## src/rtl/traffic_light_sequencer.sv

```systemverilog
// Four-phase row/column intersection sequencer with pause freeze and row-priority emergency.
// Outputs are registered one clock behind the state; no backpressure, time advances on tick & ~pause.
module traffic_light_sequencer #(
    parameter int GREEN_TICKS  = 28,
    parameter int YELLOW_TICKS = 4,
    parameter int CNT_WIDTH    = 8
) (
    input  logic                       clock,
    input  logic                       reset,
    input  logic                       tick,
    input  logic                       pause,
    input  logic                       emergency,
    output logic [2:0]                 row_lights,
    output logic [2:0]                 column_lights,
    output logic [CNT_WIDTH-1:0]       row_count,
    output logic [CNT_WIDTH-1:0]       column_count,
    output logic [1:0]                 phase,
    output logic                       phase_done,
    output logic [6+2*CNT_WIDTH-1:0]   status
);

    if (GREEN_TICKS < 1 || GREEN_TICKS > (2**CNT_WIDTH) - 1) begin : g_bad_green
        $error("GREEN_TICKS must lie in 1 .. 2**CNT_WIDTH-1");
    end
    if (YELLOW_TICKS < 1 || YELLOW_TICKS > (2**CNT_WIDTH)) begin : g_bad_yellow
        $error("YELLOW_TICKS must lie in 1 .. 2**CNT_WIDTH");
    end

    typedef enum logic [1:0] {
        ROW_G = 2'd0,
        ROW_Y = 2'd1,
        COL_G = 2'd2,
        COL_Y = 2'd3
    } state_t;

    localparam logic [2:0] LT_GREEN  = 3'b001;
    localparam logic [2:0] LT_YELLOW = 3'b010;
    localparam logic [2:0] LT_RED    = 3'b100;

    localparam logic [CNT_WIDTH-1:0] G_LAST = CNT_WIDTH'(GREEN_TICKS - 1);
    localparam logic [CNT_WIDTH-1:0] Y_LAST = CNT_WIDTH'(YELLOW_TICKS - 1);

    state_t               state_q, state_d;
    state_t               state_next;
    logic [CNT_WIDTH-1:0] elapsed_q, elapsed_d;
    logic [CNT_WIDTH-1:0] elapsed_inc;
    logic [CNT_WIDTH-1:0] dur_last;
    logic                 adv;

    logic [2:0]           row_lights_q, row_lights_d;
    logic [2:0]           column_lights_q, column_lights_d;
    logic [CNT_WIDTH-1:0] row_count_q, row_count_d;
    logic [CNT_WIDTH-1:0] column_count_q, column_count_d;
    logic [1:0]           phase_q, phase_d;
    logic                 phase_done_q, phase_done_d;

    always_comb begin
        adv         = tick & ~pause;
        elapsed_inc = elapsed_q + CNT_WIDTH'(1);
        dur_last    = (state_q == ROW_G || state_q == COL_G) ? G_LAST : Y_LAST;

        case (state_q)
            ROW_G:   state_next = ROW_Y;
            ROW_Y:   state_next = COL_G;
            COL_G:   state_next = COL_Y;
            default: state_next = ROW_G;
        endcase

        state_d      = state_q;
        elapsed_d    = elapsed_q;
        phase_done_d = 1'b0;

        // Emergency parks row green at its last count; column green is cut short.
        if (adv) begin
            if (state_q == ROW_G && emergency && elapsed_q == G_LAST) begin
                elapsed_d = elapsed_q;
            end else if (elapsed_q == dur_last || (state_q == COL_G && emergency)) begin
                state_d      = state_next;
                elapsed_d    = '0;
                phase_done_d = 1'b1;
            end else begin
                elapsed_d = elapsed_inc;
            end
        end
    end

    always_comb begin
        row_lights_d    = LT_GREEN;
        column_lights_d = LT_RED;
        case (state_q)
            ROW_G: begin
                row_lights_d    = LT_GREEN;
                column_lights_d = LT_RED;
            end
            ROW_Y: begin
                row_lights_d    = LT_YELLOW;
                column_lights_d = LT_RED;
            end
            COL_G: begin
                row_lights_d    = LT_RED;
                column_lights_d = LT_GREEN;
            end
            default: begin
                row_lights_d    = LT_RED;
                column_lights_d = LT_YELLOW;
            end
        endcase

        phase_d = state_q;

        // A count shows ticks taken so far in its green phase, including the tick on this edge.
        row_count_d = '0;
        if (state_q == ROW_G) begin
            row_count_d = adv ? elapsed_inc : row_count_q;
        end
        column_count_d = '0;
        if (state_q == COL_G) begin
            column_count_d = adv ? elapsed_inc : column_count_q;
        end
    end

    always_ff @(posedge clock) begin
        if (reset) begin
            state_q         <= ROW_G;
            elapsed_q       <= '0;
            row_lights_q    <= '0;
            column_lights_q <= '0;
            row_count_q     <= '0;
            column_count_q  <= '0;
            phase_q         <= '0;
            phase_done_q    <= 1'b0;
        end else begin
            state_q         <= state_d;
            elapsed_q       <= elapsed_d;
            row_lights_q    <= row_lights_d;
            column_lights_q <= column_lights_d;
            row_count_q     <= row_count_d;
            column_count_q  <= column_count_d;
            phase_q         <= phase_d;
            phase_done_q    <= phase_done_d;
        end
    end

    assign row_lights    = row_lights_q;
    assign column_lights = column_lights_q;
    assign row_count     = row_count_q;
    assign column_count  = column_count_q;
    assign phase         = phase_q;
    assign phase_done    = phase_done_q;
    assign status        = {row_lights_q, column_lights_q, row_count_q, column_count_q};

endmodule

```

## config.mk

```make
export PLATFORM = sky130hd
export DESIGN_NAME = traffic_light_sequencer
export DESIGN_NICKNAME = d
export VERILOG_FILES = /design/src/rtl/traffic_light_sequencer.sv
export SDC_FILE = /design/constraint.sdc
export NUM_CORES = 1
export LEC_CHECK = 0
export ABC_AREA = 1
export CAP_MARGIN = 40
export CORE_ASPECT_RATIO = 0.75
export CORE_MARGIN = 2
export CORE_UTILIZATION = 46
export DETAILED_ROUTE_END_ITERATION = 12
export PLACE_DENSITY = 0.79
export SYNTH_ARGS = -nofsm -noshare
export SYNTH_HDL_FRONTEND = slang
export SYNTH_SLANG_ARGS = --single-unit
```

## constraint.sdc

```tcl
create_clock -name clock -period 1.53 [get_ports clock]
set_input_delay 0.2295 -clock clock [delete_from_list [all_inputs] [get_ports clock]]
set_output_delay 0.2295 -clock clock [all_outputs]
set_load 0.02 [all_outputs]
```

Word-level counts from Yosys, hierarchy flattened --
Cells that the tools add are included.
Word-level totals: bits of input ports 5, word-level logic and storage cells 37, register bits 35
Cells by class: mux-type cells 6, reductions and logical operators 12, add/subtract/negate cells 1, bitwise operators 6, eq/ne operators 4
Operator list (count):
- 3-bit case mux with 2 select lines | 2
- 8-bit by 1-bit adder with 8-bit output, second input constant | 1
- 8-bit by 5-bit equality test with 1-bit output | 1
- 8-bit by 5-bit equality test with 1-bit output, second input constant | 1
- 8-bit two-way mux | 1
- 2-bit case mux with 3 select lines | 1
- 2-bit OR reduction | 3
- 5-bit two-way mux | 1
- 1-bit inverter | 5
- 1-bit logical AND | 3
- 3-bit AND reduction | 1
- 3-bit OR reduction | 1
- 2-bit by 1-bit equality test with 1-bit output, second input constant | 1
- 2-bit equality test, second input constant | 1
- 2-bit zero test | 1
- 1-bit logical OR | 2
- 2-bit AND reduction | 1
- 1-bit AND | 1
- 1-bit two-way mux | 1

Logic depth before layout (Yosys ltp) --
Gate-level depths: netlist of run 1.
depth in word-level cells 6, mapped depth 10, depth with buffers taken out 10

Worst setup path after synthesis of run 1 --
Ideal clock, no wire load.
path kind flip-flop to flip-flop, from register state_q[0] (netlist: phase_d[0]), to register state_q[0] (netlist: phase_d[0]), stages on the path, launching flop included 11, path buffers 0, setup time 113 ps, setup slack 127 ps, required time 1417 ps, clock period less this slack 1403 ps, arrival 1290 ps, cells stage by stage dfxtp_1 inv_1 ha_1 nand2_1 nor2_1 nand2_1 nor2_2 nor2_4 nand2_1 nor2_1 nor2_1
On the way: word-level cells in the longest chain between the ends 6, elaborated cells on any way between the ends 13, classes of those cells eq/ne (3); mux (2); bitwise (1); reduce/logical (7)
Ends and longest elaborated chain:
- start, declared | line 43 | state_t state_q, state_d;
- start signal, assigned | line 133 | state_q <= state_d;
- 2-bit equality test / 2-bit zero test (equally long branches)
- 1-bit logical OR | line 60 | dur_last = (state_q == ROW_G || state_q == COL_G) ? G_LAST : Y_LAST;
- 5-bit two-way mux | line 60
- 8-bit by 5-bit equality test with 1-bit output | line 77 | end else if (elapsed_q == dur_last || (state_q == COL_G && emergency)) begin
- 1-bit logical OR | line 77
- 3-bit AND reduction (no source line)
Parallel ways exist; a longest one is shown, timed or not. A chain may end at the register's enable or synchronous reset.

Worst setup path after layout of run 1 --
from register column_count_q[4] (netlist: column_count[4]), to output port column_count[4]
RTL lines:
- start, declared | line 53 | logic [CNT_WIDTH-1:0] column_count_q, column_count_d;
- start signal, assigned | line 138 | column_count_q <= column_count_d;
- end, declared | line 16 | output logic [CNT_WIDTH-1:0] column_count,
No word-level cell between the ends.

==> results.json, run 1 <==
{
  "die_area_mm2": 0.004154,
  "period_share_pct": 97.10,
  "critPathMaxFanout": 3,
  "cts-root-buf": "clkbuf_8",
  "rows": 18,
  "min_from": "column_count[5]",
  "dpl_worst_slack_ps": 23.43,
  "die_w_um": 73.77,
  "num_antenna_cells": 0,
  "drc_errors": 0,
  "grt_first_pass_wirelength_um": 6272,
  "status": "complete, no violations",
  "grt_max_degree": 17,
  "path_cells": "clkdlybuf4s50_1",
  "yosysWarnings": 0,
  "max_freq_ghz": 0.6731,
  "start_util_pct": 49.37,
  "clockBufferDepth": 2,
  "core-area_mm2": 0.003401,
  "fillCellCount": 280,
  "grt_pass1_vias": 1345,
  "area_growth_pct": 36.89,
  "routed_wl_um": 3888,
  "cp.required_ps": 1300,
  "worstMarginPinSlew_ps": 336.4,
  "synth-edff-count": 0,
  "vias": 1517,
  "ys_seq_elements": 35,
  "worst_path_max_delay_cell": "clkdlybuf4s50_1",
  "slowest_delay_ps": 620,
  "grt_antenna_before_repair": 0,
  "worst-path-buf-inv": 1,
  "synth_top_cell_by_area": "dfxtp_1",
  "placed_area_mm2": 0.002131,
  "worstPathArrival_ps": 1260,
  "slew_violations": 0,
  "syn_inst": 223,
  "ff2ff_path_depth": 8,
  "wl_per_cell_um": 12.30,
  "layout_setup_ws_ps": 44.35,
  "fin_nets": 278,
  "rsz0062_at_grt": "true",
  "cts_tree": "done",
  "drive_above_1_share_pct": 13.16,
  "drt-initial-drc-count": 139,
  "yosysMostFrequentCell": "nand2_1",
  "chipHeight_um": 56.32,
  "cts_max_level": 2,
  "dp_hpwl_um": 2767,
  "vdd_drop_max_mv": 0.4883,
  "cellPowerDensity_mw_per_mm2": 801.4,
  "cts_made_buffers": 5,
  "endpoint_kind": "primary output",
  "detail-route-antenna-nets": 0,
  "synthArstFlopShare_pct": 0,
  "yosys_most_used_dff": "dfxtp_1",
  "hold_class": "flop to flop",
  "ys_seq_area_share_pct": 41.73,
  "synth_common_cells": "59 x nand2_1, 35 x dfxtp_1, 24 x a21oi_1",
  "setup_viol": 0,
  "leakage_nw": 1.078,
  "multiInputGateArea_um2": 739.5,
  "ios": 52,
  "critPathKind": "flop to primary output",
  "yosys-top-cells-area": "dfxtp_1 42%, nand2_1 13%, buf_4 9.8%",
  "crit_family": "buffers and inverters",
  "clkTransAtPathRegs_ps": 70,
  "gr-total-overflow": 0,
  "clock_skew_ps": 7.452,
  "register_area_um2": 701.9,
  "period_needed_ps": 1486,
  "drt_first_pass_iters": 4,
  "via_per_inst": 4.801,
  "avgSynthCellArea_um2": 7.530,
  "cp-start-kind": "flop",
  "yosysTopAreaCellShare_pct": 41.73,
  "synth_cell_types": 23,
  "gp_congestion": 0.8555,
  "synth_nets": 235,
  "final-hold-violation-count": 0,
  "cts_hold_buf": 0,
  "portBuffers": 51,
  "clock_sinks": 35,
  "rrSetupSlack_ps": 60,
  "rr_endpoint": "elapsed_q[2]",
  "whs_path_depth": 2,
  "rr_startpoint": "phase_d[0]",
  "syn_area_mm2": 0.001679,
  "finish.instance_area_mm2": 0.002298,
  "max_slew_margin_pct": 77.52,
  "grt_util_all_layers_pct": 19.63,
  "clkLatencyLatePin_ps": 290,
  "cap_violations": 0,
  "hold_end": "column_count[5]"
}
[report_power, final]
group / switching, mW / total (mW) / internal [mW] / leakage (nW)
logic: 0.0676 / 0.117 / 0.0489 / 0.743
registers: 0.00645 / 0.926 / 0.920 / 0.283
clock network: 0.322 / 0.799 / 0.477 / 0.0513
total: 0.396 / 1.84 / 1.45 / 1.08
[sequential cells by signal, indices dropped and copies added (netlist names)]
| name | cells |
|---|---|
| column_count | 8 |
| column_lights | 3 |
| elapsed_q | 8 |
| phase | 2 |
| phase_d | 2 |
| phase_done | 1 |
| row_count | 8 |
| row_lights | 3 |
[through the flow]
step / std cells / hold slack, ps / TNS [ps] / utilization (%) / total power [mW]
6_report: 316 / 475.3 / 0 / 67.59 / 1.842
5_1_grt: 316 / 502.3 / -48.68 / 67.59 / 1.906
4_1_cts: 314 / 477.5 / 0 / 65.67 / 1.835
3_5_place_dp: 307 / 467.4 / 0 / 62.66 / 1.058
3_3_place_gp: 307 / 464.8 / 0 / 62.66 / 1.057
2_1_floorplan: 223 / 435.8 / 0 / - / 1.013
[metal layers]
layer  vias up  routed length (um)  track usage, %
li1        764                   -               -
met1       696                1806           27.05
met2        49                1769           28.06
met3         8                 249           7.361
met4         0                  62           6.494
met5         -                   0               0
[kinds of logic (layout without fill, tap and decap cells)]
| family | Yosys count | after routing | synth area share, % |
|---|---|---|---|
| buffers and inverters | 46 | 88 | 15.72 |
| AO/OA/AOI/OAI | 28 | 28 | 9.017 |
| adder cells (fa/ha/maj) | 7 | 7 | 5.216 |
| flip-flops | 35 | 35 | 41.73 |
| XOR/XNOR | 1 | 1 | 0.5217 |
| AND/OR/NAND/NOR | 106 | 107 | 27.79 |
[area by class of cell]
type	instances	area share, %
flip-flops and latches	35	30.54
multi-input cells	143	32.17
repair buffers	61	26.84
inverters	20	3.266
clock buffers	6	3.157
clock inverters	1	1.306
well taps	50	2.722
[how the worst max path moves through the flow]
stage                    startpoint               to  depth (start not counted)
floorplan                phase_d[0]       phase_d[0]                         10
global placement              pause       phase_d[1]                          7
detailed placement            pause       phase_d[1]                          7
CTS                    elapsed_q[0]     elapsed_q[5]                          7
global route             phase_d[1]     elapsed_q[2]                          8
finish              column_count[4]  column_count[4]                          1
[layout by cell type, fill, tap and decap left out, types with 3 or more instances in the layout]
master	instances
nand2_1	58
clkdlybuf4s50_1	40
dfxtp_1	34
a21oi_1	23
nor2_1	22
inv_1	16
nand3_1	12
dlymetal6s2s_1	11
buf_4	9
ha_1	6
clkbuf_8	5
inv_2	4
nor2_2	3
[repair_timing]
action	in CTS	in global routing
buffers inserted	0	1
setup endpoints to repair	0	24
resized for setup	0	19
(Power assumes the default switching activity.)
==> run 2: changes to the inputs <==
--- a/config.mk
+++ b/config.mk
@@ -9,9 +9,11 @@
 export CAP_MARGIN = 40
 export CORE_ASPECT_RATIO = 0.75
 export CORE_MARGIN = 2
-export CORE_UTILIZATION = 46
+export CORE_UTILIZATION = 48
+export CTS_BUF_LIST = sky130_fd_sc_hd__clkbuf_2 sky130_fd_sc_hd__clkbuf_4 sky130_fd_sc_hd__clkbuf_8
+export CTS_CLUSTER_DIAMETER = 40
 export DETAILED_ROUTE_END_ITERATION = 12
-export PLACE_DENSITY = 0.79
+export PLACE_DENSITY = 0.82
 export SYNTH_ARGS = -nofsm -noshare
 export SYNTH_HDL_FRONTEND = slang
 export SYNTH_SLANG_ARGS = --single-unit
==> run 2 against run 1 <==
Global-route usage grew 1.4 points. Sequential share of layout area barely moved. First-iteration DRC count down 4.3%. Worst hold slack better by 4.5 ps. Combinational power grew 5%. Die area is 3.9% lower. Cell area rose by 0.11%. Sequential cell count unchanged. Clock-buffer cell count did not move. Setup slack worse by 27 ps. Routed wire length up 12%. Clock skew down 3.6 ps. Critical path type is now flop to flop. Largest power group unchanged. Highest routed layer unchanged.
==> results.json, run 2 (synthesis results as in run 1) <==
{
  "cp-start-kind": "flop",
  "die_w_um": 72.30,
  "worstPathArrival_ps": 1720,
  "period_needed_ps": 1513,
  "hold_end": "row_count[7]",
  "cp.required_ps": 1740,
  "place_inst": 296,
  "leakage_nw": 1.132,
  "cts_max_level": 2,
  "worstMarginPinSlew_ps": 341.1,
  "clkLatencyLatePin_ps": 300,
  "cts-root-buf": "clkbuf_8",
  "max_freq_ghz": 0.6609,
  "final_common_cell": "nand2_1",
  "cts_tree": "done",
  "slew_violations": 0,
  "grt_antenna_before_repair": 0,
  "rows": 18,
  "rsz0062_at_grt": "true",
  "clkTransAtPathRegs_ps": 70,
  "vias": 1578,
  "critPathMaxFanout": 4,
  "grt_max_degree": 17,
  "min_from": "row_count[7]",
  "max_slew_margin_pct": 77.20,
  "wl_per_cell_um": 14.21,
  "num_antenna_cells": 0,
  "rr_startpoint": "phase_d[1]",
  "hold_class": "flop to flop",
  "gp_congestion": 0.8714,
  "layout_setup_ws_ps": 17.02,
  "ff2ff_path_depth": 7,
  "dp_hpwl_um": 2855,
  "drt-initial-drc-count": 133,
  "critPathKind": "flop to flop",
  "portBuffers": 51,
  "cts_made_buffers": 5,
  "setup_viol": 0,
  "detail-route-antenna-nets": 0,
  "start_util_pct": 50.72,
  "period_share_pct": 98.89,
  "p_total_mw": 1.917,
  "vdd_drop_max_mv": 0.8363,
  "cap_violations": 0,
  "chipHeight_um": 55.22,
  "status": "complete, no violations",
  "ios": 52,
  "grt_util_all_layers_pct": 21.05,
  "hold_ws_ps": 479.8,
  "routed_wl_um": 4348,
  "rr_endpoint": "elapsed_q[2]",
  "drc_errors": 0,
  "via_per_inst": 5.157,
  "area_growth_pct": 37.03,
  "cellPowerDensity_mw_per_mm2": 833.2,
  "gr-total-overflow": 0,
  "fin_nets": 277,
  "post_cts.repair.setup_buffers": 0,
  "final_core_util_pct": 69.50,
  "core-area_mm2": 0.003311,
  "grt_pass1_vias": 1411,
  "endpoint_kind": "flop",
  "drt_first_pass_iters": 5,
  "rrSetupSlack_ps": 20,
  "clock_skew_ps": 3.804,
  "final-hold-violation-count": 0,
  "clockBufferDepth": 2,
  "die_area_mm2": 0.003992,
  "grt_first_pass_wirelength_um": 6506,
  "clock_sinks": 35,
  "final_cell_mix": "57 x nand2_1, 37 x clkdlybuf4s50_1, 34 x dfxtp_1, 23 x a21oi_1, 22 x nor2_1",
  "drive_above_1_share_pct": 13.91,
  "whs_path_depth": 2,
  "dpl_worst_slack_ps": -6.323,
  "final_cells": 306
}
[run 2: area by class of cell]
class                   instances  area [um^2]
clock inverters                 2        35.03
multi-input cells             144        750.7
inverters                      20        75.07
flip-flops and latches         35        701.9
repair buffers                 59        605.6
fillers                       259         1010
clock buffers                   6        82.58
well taps                      40        50.05
[run 2: what timing repair did]
action	4_1_cts	5_1_grt
hold buffers	0	0
resized for setup	0	23
endpoints found under the setup margin	0	28
endpoints found under the hold margin	0	0
[run 2: stage by stage]
stage               TNS, ps  cell area (um^2)
global route         -147.0              2301
global placement          0              2111
floorplan                 0              1679
CTS                       0              2228
finish                    0              2301
detailed placement   -11.34              2111
[run 2: how the worst max path moves through the flow]
stage | from | end | cells past startpoint
after detailed placement | pause | phase_d[1] | 7
after global placement | pause | phase_d[1] | 7
after CTS | phase_d[0] | elapsed_q[2] | 7
after floorplan | phase_d[0] | phase_d[0] | 10
after global routing | phase_d[1] | elapsed_q[2] | 7
final | phase_d[1] | elapsed_q[2] | 7
[run 2: power by group]
group / leakage [nW] / internal, mW / switching (mW)
logic: 0.788 / 0.0493 / 0.0739
clock network: 0.0612 / 0.527 / 0.340
registers: 0.283 / 0.920 / 0.00682
total: 1.13 / 1.50 / 0.421
[run 2: critical path: stages (launching register included)]
cell     delay (ps)
dfxtp_1         310
buf_4           140
ha_1            210
nand2_1         110
inv_1           100
a21oi_2         220
nand3_1         120
a21oi_1         210
[run 2: layer usage]
layer,up-vias,track usage (%),share of wire [%]
li1,764,-,-
met1,726,28.82,42
met2,80,31.32,46
met3,8,4.380,9.5
met4,0,10.24,1.8
met5,-,0,0
==> run 3: changes to the inputs <==
--- a/config.mk
+++ b/config.mk
@@ -13,6 +13,7 @@
 export CTS_BUF_LIST = sky130_fd_sc_hd__clkbuf_2 sky130_fd_sc_hd__clkbuf_4 sky130_fd_sc_hd__clkbuf_8
 export CTS_CLUSTER_DIAMETER = 40
 export DETAILED_ROUTE_END_ITERATION = 12
+export HOLD_SLACK_MARGIN = 0.15
 export PLACE_DENSITY = 0.82
 export SYNTH_ARGS = -nofsm -noshare
 export SYNTH_HDL_FRONTEND = slang
==> constraint.sdc (replaced) <==
create_clock -name clock -period 1.6 [get_ports clock]
set_input_delay 0.24 -clock clock [delete_from_list [all_inputs] [get_ports clock]]
set_output_delay 0.24 -clock clock [all_outputs]
set_load 0.02 [all_outputs]
==> run 3 against run 2 <==
Final cell count decreased by 0.65%. Fmax fell by 1.7%. First-iteration DRC count up 29%. Sequential cell count unchanged. Critical path type unchanged. Critical endpoint unchanged.
==> results.json, run 3 (synthesis results as in run 1) <==
{
  "period_share_pct": 96.18,
  "cts_max_level": 2,
  "max_freq_ghz": 0.6498,
  "clkTransAtPathRegs_ps": 70,
  "ios": 52,
  "area_growth_pct": 32.19,
  "drive_above_1_share_pct": 12.12,
  "cts-root-buf": "clkbuf_8",
  "period_needed_ps": 1539,
  "rsz0062_at_grt": "false",
  "final_common_cell": "nand2_1",
  "setup_viol": 0,
  "detail-route-antenna-nets": 0,
  "worstMarginPinSlew_ps": 330.1,
  "portBuffers": 51,
  "critPathLaunch": "phase_d[1]",
  "critPathMaxFanout": 4,
  "finish.instance_area_mm2": 0.002220,
  "drc_errors": 0,
  "num_antenna_cells": 0,
  "drt_first_pass_iters": 4,
  "cp-start-kind": "flop",
  "die_area_mm2": 0.003992,
  "ff2ff_path_depth": 9,
  "cts_tree": "done",
  "leakage_nw": 0.8529,
  "grt_first_pass_wirelength_um": 6113,
  "gp_congestion": 0.8801,
  "slew_violations": 0,
  "drt-initial-drc-count": 171,
  "clock_sinks": 35,
  "cp.required_ps": 1820,
  "rr_endpoint": "elapsed_q[2]",
  "start_util_pct": 50.72,
  "clockBufferDepth": 2,
  "chipHeight_um": 55.22,
  "endpoint_kind": "flop",
  "placed_area_mm2": 0.002096,
  "crit_end": "elapsed_q[2]",
  "vias": 1515,
  "die_w_um": 72.30,
  "critPathKind": "flop to flop",
  "worstPathArrival_ps": 1760,
  "routed_wl_um": 3933,
  "max_slew_margin_pct": 77.94,
  "gr-total-overflow": 0,
  "via_per_inst": 4.984,
  "rr_startpoint": "phase_d[1]",
  "cap_violations": 0,
  "status": "complete, no violations",
  "hold_class": "flop to flop",
  "grt_util_all_layers_pct": 19.35,
  "cellPowerDensity_mw_per_mm2": 769.1,
  "rrSetupSlack_ps": 60,
  "grt_max_degree": 17,
  "clock_skew_ps": 8.446,
  "vdd_drop_max_mv": 0.5493,
  "final-hold-violation-count": 0,
  "tns_ps": 0,
  "final_cell_mix": "58 x nand2_1, 51 x clkdlybuf4s50_1, 33 x dfxtp_1, 24 x a21oi_1, 22 x nor2_1",
  "rows": 18,
  "dp_hpwl_um": 2757,
  "fin_nets": 275,
  "grt_pass1_vias": 1335,
  "clkLatencyLatePin_ps": 290,
  "grt_antenna_before_repair": 0,
  "core-area_mm2": 0.003311,
  "fillCellCount": 259,
  "wl_per_cell_um": 12.94,
  "cts_made_buffers": 5
}
==> run 3: repair_timing <==
action	CTS	global route
setup endpoints to repair	0	10
setup buffers	0	0
hold buffers	0	0
gates resized for setup	0	4
==> run 3: routing by layer <==
metal	GRT usage, %	routed length, um	part of all wire, %
met1	27.82	1775	45
met2	28.57	1798	46
met3	4.562	317	8.1
met4	5.930	41	1.0
met5	0	0	0
==> run 3: layout make-up <==
| cell class | count | area [um^2] | share of cell area (%) |
|---|---|---|---|
| flip-flops and latches | 35 | 703.2 | 31.68 |
| clock inverters | 1 | 7.507 | 0.3382 |
| inverters | 20 | 75.07 | 3.382 |
| multi-input cells | 144 | 732.0 | 32.98 |
| repair buffers | 57 | 555.5 | 25.03 |
| clock buffers | 7 | 96.34 | 4.340 |
| well taps | 40 | 50.05 | 2.255 |
==> run 3: critical path, cell delays in order (launching register included) <==
cell and delay [ps]:
dfxtp_2 360, inv_1 100, ha_1 220, nand2_1 100
nor2_1 40, nand2_1 80, nor2_2 60, nor2_2 220
nand3_1 140, a21oi_1 160
==> run 3: metrics by stage <==
stage / total power, mW / utilization (%) / hold slack, ps / cells / worst slack, ps
final: 1.707 / 67.04 / 481.2 / 304 / 61.04
after global routing: 1.760 / 67.04 / 498.9 / 304 / 14.51
after CTS: 1.709 / 66.44 / 482.8 / 302 / 71.21
after detailed placement: 1.013 / 63.30 / 470.8 / 294 / 58.50
after global placement: 1.010 / 63.30 / 467.5 / 294 / 84.33
after floorplan: 0.9690 / - / 446.3 / 223 / 197.4
==> run 3: how the worst min path moves through the flow <==
stage | from | to | depth (start not counted)
after detailed placement | column_count[0] | column_count[0] | 2
after global placement | column_count[6] | column_count[6] | 2
final | column_count[5] | column_count[5] | 2
after global routing | column_count[7] | column_count[7] | 2
after floorplan | pause | column_count[0] | 3
after CTS | column_count[0] | column_count[0] | 2
==> run 3: where the power goes <==
group / leakage [nW] / switching [mW] / internal, mW
registers: 0.284 / 0.00633 / 0.879
clock network: 0.0505 / 0.319 / 0.392
logic: 0.518 / 0.0650 / 0.0459
total: 0.853 / 0.391 / 1.32
